File: src/rtl/if_fetch_queue_pkg.sv
// Shared definitions for the instruction-fetch queue: FSM encodings and default bus widths.
package if_fetch_queue_pkg;

    localparam logic [0:0] IfStCeOff = 1'b0;
    localparam logic [0:0] IfStRun   = 1'b1;

    localparam int InstAddrBus = 32;
    localparam int InstBus     = 32;

    localparam logic [InstBus-1:0] ZeroWord = '0;

endpackage

File: src/rtl/if_fifo.sv
// Synchronous FIFO with first-word-fall-through head, synchronous flush and occupancy count.
module if_fifo #(
    parameter int DEPTH = 4,
    parameter int WIDTH = 64
) (
    input  logic                     clk,
    input  logic                     rst,
    input  logic                     push,
    input  logic [WIDTH-1:0]         push_data,
    input  logic                     pop,
    input  logic                     flush,
    output logic [WIDTH-1:0]         head_data,
    output logic [$clog2(DEPTH):0]   count,
    output logic                     empty
);

    localparam int AW = $clog2(DEPTH);

    logic [WIDTH-1:0] mem [DEPTH];
    logic [AW:0]      wr_ptr_reg;
    logic [AW:0]      rd_ptr_reg;
    logic             full;
    logic             wr_en;
    logic             rd_en;

    // Pointers carry one extra bit so equal indices distinguish full from empty.
    assign empty = (wr_ptr_reg == rd_ptr_reg);
    assign full  = (wr_ptr_reg[AW] != rd_ptr_reg[AW]) &&
                   (wr_ptr_reg[AW-1:0] == rd_ptr_reg[AW-1:0]);
    assign count = wr_ptr_reg - rd_ptr_reg;

    assign rd_en = pop && !empty;
    assign wr_en = push && (!full || rd_en);

    assign head_data = mem[rd_ptr_reg[AW-1:0]];

    always_ff @(posedge clk) begin
        if (wr_en && !flush) begin
            mem[wr_ptr_reg[AW-1:0]] <= push_data;
        end
    end

    always_ff @(posedge clk or negedge rst) begin
        if (!rst) begin
            wr_ptr_reg <= '0;
            rd_ptr_reg <= '0;
        end else if (flush) begin
            wr_ptr_reg <= '0;
            rd_ptr_reg <= '0;
        end else begin
            if (wr_en) wr_ptr_reg <= wr_ptr_reg + 1'b1;
            if (rd_en) rd_ptr_reg <= rd_ptr_reg + 1'b1;
        end
    end

endmodule

File: src/rtl/if_fetch_queue.sv
// Instruction-fetch stage with prefetch queue and branch redirect.
// Optional IF_PERF_CNT_EN adds fetch/drop performance counters.
module if_fetch_queue
    import if_fetch_queue_pkg::*;
#(
    parameter int                ADDR_W   = InstAddrBus,
    parameter int                DATA_W   = InstBus,
    parameter int                DEPTH    = 4,
    parameter logic [ADDR_W-1:0] RESET_PC = '0
) (
    input  logic                   clk,
    input  logic                   rst,
    output logic                   rom_ce_o,
    output logic [ADDR_W-1:0]      rom_addr_o,
    input  logic [DATA_W-1:0]      rom_data_i,
    output logic                   id_valid_o,
    input  logic                   id_ready_i,
    output logic [ADDR_W-1:0]      id_pc_o,
    output logic [DATA_W-1:0]      id_inst_o,
    input  logic                   redirect_i,
    input  logic [ADDR_W-1:0]      redirect_pc_i,
    output logic [$clog2(DEPTH):0] fq_count_o
`ifdef IF_PERF_CNT_EN
    ,
    output logic [31:0]            perf_fetch_o,
    output logic [31:0]            perf_drop_o
`endif
);

    localparam int CW = $clog2(DEPTH) + 1;
    localparam logic [CW:0] DEPTH_V = (CW+1)'(DEPTH);

    logic [0:0]             state_reg;
    logic [ADDR_W-1:0]      pc_reg;
    logic [ADDR_W-1:0]      pc_next;
    logic [ADDR_W-1:0]      inflight_pc_reg;
    logic                   inflight_reg;
    logic                   issue;
    logic                   push;
    logic                   pop;
    logic                   empty;
    logic [CW-1:0]          count;
    logic [CW:0]            occupancy;
    logic [ADDR_W+DATA_W-1:0] head;
    logic                   unused_pc_bits;

    assign unused_pc_bits = ^redirect_pc_i[1:0];

    // Every in-flight word already owns a queue slot, so the FIFO can never overflow.
    assign occupancy = {1'b0, count} + {{CW{1'b0}}, inflight_reg};
    assign issue     = (state_reg == IfStRun) && !redirect_i && (occupancy < DEPTH_V);

    always_comb begin
        pc_next = pc_reg;
        if (redirect_i) begin
            pc_next = {redirect_pc_i[ADDR_W-1:2], 2'b00};
        end else if (issue) begin
            pc_next = pc_reg + ADDR_W'(4);
        end
    end

    always_ff @(posedge clk or negedge rst) begin
        if (!rst) begin
            state_reg       <= IfStCeOff;
            pc_reg          <= RESET_PC;
            inflight_reg    <= 1'b0;
            inflight_pc_reg <= '0;
        end else begin
            state_reg    <= IfStRun;
            pc_reg       <= pc_next;
            inflight_reg <= issue;
            if (issue) inflight_pc_reg <= pc_reg;
        end
    end

    assign push = inflight_reg && !redirect_i;
    assign pop  = id_valid_o && id_ready_i;

    if_fifo #(
        .DEPTH (DEPTH),
        .WIDTH (ADDR_W + DATA_W)
    ) u_fifo (
        .clk       (clk),
        .rst       (rst),
        .push      (push),
        .push_data ({inflight_pc_reg, rom_data_i}),
        .pop       (pop),
        .flush     (redirect_i),
        .head_data (head),
        .count     (count),
        .empty     (empty)
    );

    assign rom_ce_o   = issue;
    assign rom_addr_o = pc_reg;
    assign id_valid_o = !empty && !redirect_i;
    assign id_pc_o    = id_valid_o ? head[ADDR_W+DATA_W-1:DATA_W] : '0;
    assign id_inst_o  = id_valid_o ? head[DATA_W-1:0] : '0;
    assign fq_count_o = count;

`ifdef IF_PERF_CNT_EN
    logic [31:0] perf_fetch_reg;
    logic [31:0] perf_drop_reg;

    always_ff @(posedge clk or negedge rst) begin
        if (!rst) begin
            perf_fetch_reg <= '0;
            perf_drop_reg  <= '0;
        end else begin
            if (issue) perf_fetch_reg <= perf_fetch_reg + 32'd1;
            if (inflight_reg && redirect_i) perf_drop_reg <= perf_drop_reg + 32'd1;
        end
    end

    assign perf_fetch_o = perf_fetch_reg;
    assign perf_drop_o  = perf_drop_reg;
`endif

endmodule

File: config.mk
export PLATFORM = sky130hd
export DESIGN_NAME = if_fetch_queue
export DESIGN_NICKNAME = d
export VERILOG_FILES = /design/src/rtl/if_fetch_queue_pkg.sv /design/src/rtl/if_fifo.sv /design/src/rtl/if_fetch_queue.sv
export SDC_FILE = /design/constraint.sdc
export NUM_CORES = 1
export LEC_CHECK = 0
export ABC_CLOCK_PERIOD_IN_PS = 6500
export CAP_MARGIN = 15
export CELL_PAD_IN_SITES_DETAIL_PLACEMENT = 0
export CELL_PAD_IN_SITES_GLOBAL_PLACEMENT = 2
export CORE_ASPECT_RATIO = 2
export CORE_MARGIN = 8
export CORE_UTILIZATION = 40
export CTS_BUF_LIST = sky130_fd_sc_hd__clkbuf_8
export DETAILED_ROUTE_END_ITERATION = 10
export PLACE_DENSITY_LB_ADDON = 0.12
export SLEW_MARGIN = 20
export SYNTH_ARGS = -nofsm -noshare
export SYNTH_HDL_FRONTEND = slang
export SYNTH_HIERARCHICAL = 1
export SYNTH_SLANG_ARGS = --single-unit
File: constraint.sdc
create_clock -name clk -period 6.5 [get_ports clk]
set_input_delay 1.3 -clock clk [delete_from_list [all_inputs] [get_ports clk]]
set_output_delay 1.3 -clock clk [all_outputs]
set_load 0.01 [all_outputs]
==> results.md <==
* Final nets at roughly 1100
* Register area share after synthesis at 0.717
* Reg-to-reg slack, setup at ~2400 ps
* Combinational Power Share at 0.061
* RSZ-0062 raised after global routing: false
* Bufs on Longest Clock Path at 3
* Yosys cell types at 47
* Seq pwr share at 0.557
* Number of max-cap violations at 0
* Setup crit start: u_fifo/rd_ptr_reg[0]$_DFFE_PN0P_
* Fmax at between 150 and 200 MHz
* Critical Path RT at 5200 ps
* Worst path max stage delay at 830 ps
* Mean Syn Cell Area at 16.5 um^2
* Async SR Flop Fraction at 0.210
* Post-synth EDFFs at ~260
* CP cell instances: ha_1 > and2_1 > and2_2 > nor2_4 > buf_4 > and2_1 > clkdlybuf4s50_1
* Critical R2R Launch: u_fifo/rd_ptr_reg[0]$_DFFE_PN0P_
* Slew Limit Fails at 0
* Overall routing resource usage at 0.160
* Lkg Pwr at approximately 5.6 nW
* Initial antenna violation count at 2
* Placement-stage worst setup slack at about 1800 ps
* Critical path fanouts, max at 31
* Io pins at ~170
* Min cycle time layout at roughly 5200 ps
* Clock Latency Late Sink at ~570 ps
* Synth Flop Type: edfxtp_1
* Buf/Inv on CP at 2
* Violation count after the first detailed-route iteration at ~320
* Starting Density at 0.402
* Clk slew on worst S/H paths at ~70 ps
* Area growth syn-to-layout at 24.0%
* Post_cts resized at 0
* CP arrival at 3870 ps
* Largest net degree at the start of global routing at 69
* Critical Path Source Type: register
* Max VDD drop at between 200 and 250 uV
* NetSw at a little under 1 mW
* DRT Wirelength at 30.1 mm
* Die span in y at 272 um
* Final worst setup slack at roughly 1300 ps
* Multi-input gate area at 3520 um^2
* Post-Syn Area at 13100 um^2
* Status: complete, no violations
* Commonest non-fill, non-tap cell in the layout: edfxtp_1
* FF+latch count, synth at 324
* Congestion Overflow GR at 0
* Die X at 144 um
* # hold bufs at CTS at 0
* Clock Root Buffer: clkbuf_8
* Slew of the pin with the lowest slew margin at between 1000 and 1500 ps
* Worst hold path type: register to register
* PD cells at about 270 nW/um^2
* FF/Latch Area at 9400 um^2
* Max reg flops at 256
* Crit path max-delay family: simple AND/OR/NAND/NOR gates
* Leading area contributor after synthesis: edfxtp_1
* First-pass GRT wire length at ~47 mm
* Post-synth top area share at 0.587
* H-tree Lvls at 2
* Layout cells sized above 1 at 0.161
* Total Die Area at about 39000 um^2
* Clk pwr share at 0.382
* Critical path type: register to primary output
* Switch share at 0.224
* Top cells by area, synth: edfxtp_1, dfrtp_1, mux4_2
* Iteration count of the initial detailed-routing pass at 4
* R2R Path End: u_fifo/mem[1][47]$_DFFE_PP_
* P_int at around 3.3 mW
* # rows at 94
* Worst Skew at between 20 and 25 ps
* Most frequent cells in the layout: edfxtp_1, clkdlybuf4s50_1, nand2_1
* R2R depth at 9
* Hold endpoint: u_fifo/mem[0][56]$_DFFE_PP_
* RD Place Congestion at ~0.76
* Core Footprint at approximately 33000 um^2
* Post-DRT Antenna Nets at 0
* Setup tns final at 0 ps
* Yosys warns at 6
* CTS Sinks at about 320
* Setup Fix Bufs, Post-CTS at 0
* Tcrit/Tclk final at 0.796
* CTS buffer count at 47
* Hold path start: inflight_pc_reg[24]$_DFFE_PN0P_
* Synth Instances at just under 800
* Post-DP HPWL at approximately 18 mm
* Worst path most repeated cell: and2_1
* CP endpoint kind: primary output
* Vias in the first global route at 7948
* Drt wl/cell at slightly above 20 um
* # setup viols final at 0
* TritonCTS clock tree: built
* Max-slew headroom at 0.282
* DR vias/cell at ~5.0
* DR vias at ~7300
* Slowest-stage cell, CP: dfrtp_4
* # port buffers at roughly 160
* Hold Vio Cnt, Final at 0
* Drt drc at 0
* Fill cells at 2897
* Hold path cells at 0
logic make-up (layout without fill, tap and decap cells):
logic type	after synthesis	count (layout)	share of synthesized area
buf+inv	55	272	0.0188
simple gates	270	270	0.103
flops	324	324	0.717
other cells	2	13	0.000573
xor+xnor	25	25	0.0173
compound gates	41	41	0.0185
mux	70	70	0.115
fa+ha+maj	9	9	0.00917
cell usage after synthesis, types with 2 or more instances:
master,instances
ha_1,8
mux2i_1,2
inv_1,9
o31ai_1,2
o211ai_1,5
a21oi_1,2
nand2_1,125
nor2_1,12
mux2_2,3
nor4_1,8
nand3_1,16
clkinv_1,2
xor2_1,8
a31oi_1,2
and3_2,4
conb_1,2
nor3_1,2
buf_1,4
buf_2,10
edfxtp_1,256
mux4_2,64
nor2b_1,2
dfrtp_1,68
or3_1,4
o21ai_0,27
nand4_1,12
clkbuf_1,22
xnor2_1,16
and2_1,67
and3_1,7
buf_4,7
and4_1,3
final cells by class:
| type | instances | area share |
|---|---|---|
| diodes | 2 | 0.000308 |
| clock buffers | 54 | 0.0457 |
| clock inverters | 31 | 0.0136 |
| inverters | 11 | 0.00254 |
| multi-input cells | 426 | 0.216 |
| flip-flops and latches | 324 | 0.578 |
| well taps | 432 | 0.0333 |
| repair buffers | 176 | 0.110 |
power groups by stage:
stage | clock network [mW] | logic (mW) | registers [mW]
6_report | 1.65 | 0.262 | 2.40
3_5_place_dp | 0 | 0.266 | 2.45
3_3_place_gp | 0 | 0.263 | 2.44
5_1_grt | 1.79 | 0.291 | 2.41
2_1_floorplan | 0 | 0.112 | 2.43
4_1_cts | 1.71 | 0.268 | 2.40
worst max-delay path by stage:
| stage | end | cells after the start |
|---|---|---|
| floorplan | rom_ce_o | 5 |
| global placement | id_pc_o[14] | 7 |
| detailed placement | id_pc_o[14] | 7 |
| CTS | id_pc_o[14] | 7 |
| global route | id_pc_o[14] | 7 |
| finish | id_pc_o[14] | 7 |
worst reg2reg max path, stage by stage (launching register included):
cell and delay (ps):
dfrtp_4 830, ha_1 380, and2_1 190, and2_2 220, nor2_4 580, and2_1 240, nand3b_1 180, o21a_4 190
and3_4 590, buf_12 290
metrics by stage:
step	hold slack (ps)	instances	power [mW]	utilization	cell area (um^2)
2_1_floorplan	476	805	2.54	-	13100
3_3_place_gp	485	1365	2.70	0.466	15200
3_5_place_dp	507	1365	2.71	0.466	15200
4_1_cts	517	1450	4.38	0.496	16200
5_1_grt	541	1455	4.49	0.499	16200
6_report	513	1456	4.31	0.499	16200
per-layer routing:
layer | wire [um] | vias to the layer above | global-route usage | share of wire
met2 | 15300 | 179 | 0.271 | 0.51
li1 | - | 3355 | - | -
met1 | 12200 | 3691 | 0.194 | 0.41
met3 | 1840 | 55 | 0.0398 | 0.061
met4 | 646 | 2 | 0.0543 | 0.021
met5 | 13 | - | 0 | 0.00043
(Power assumes the default switching activity.)
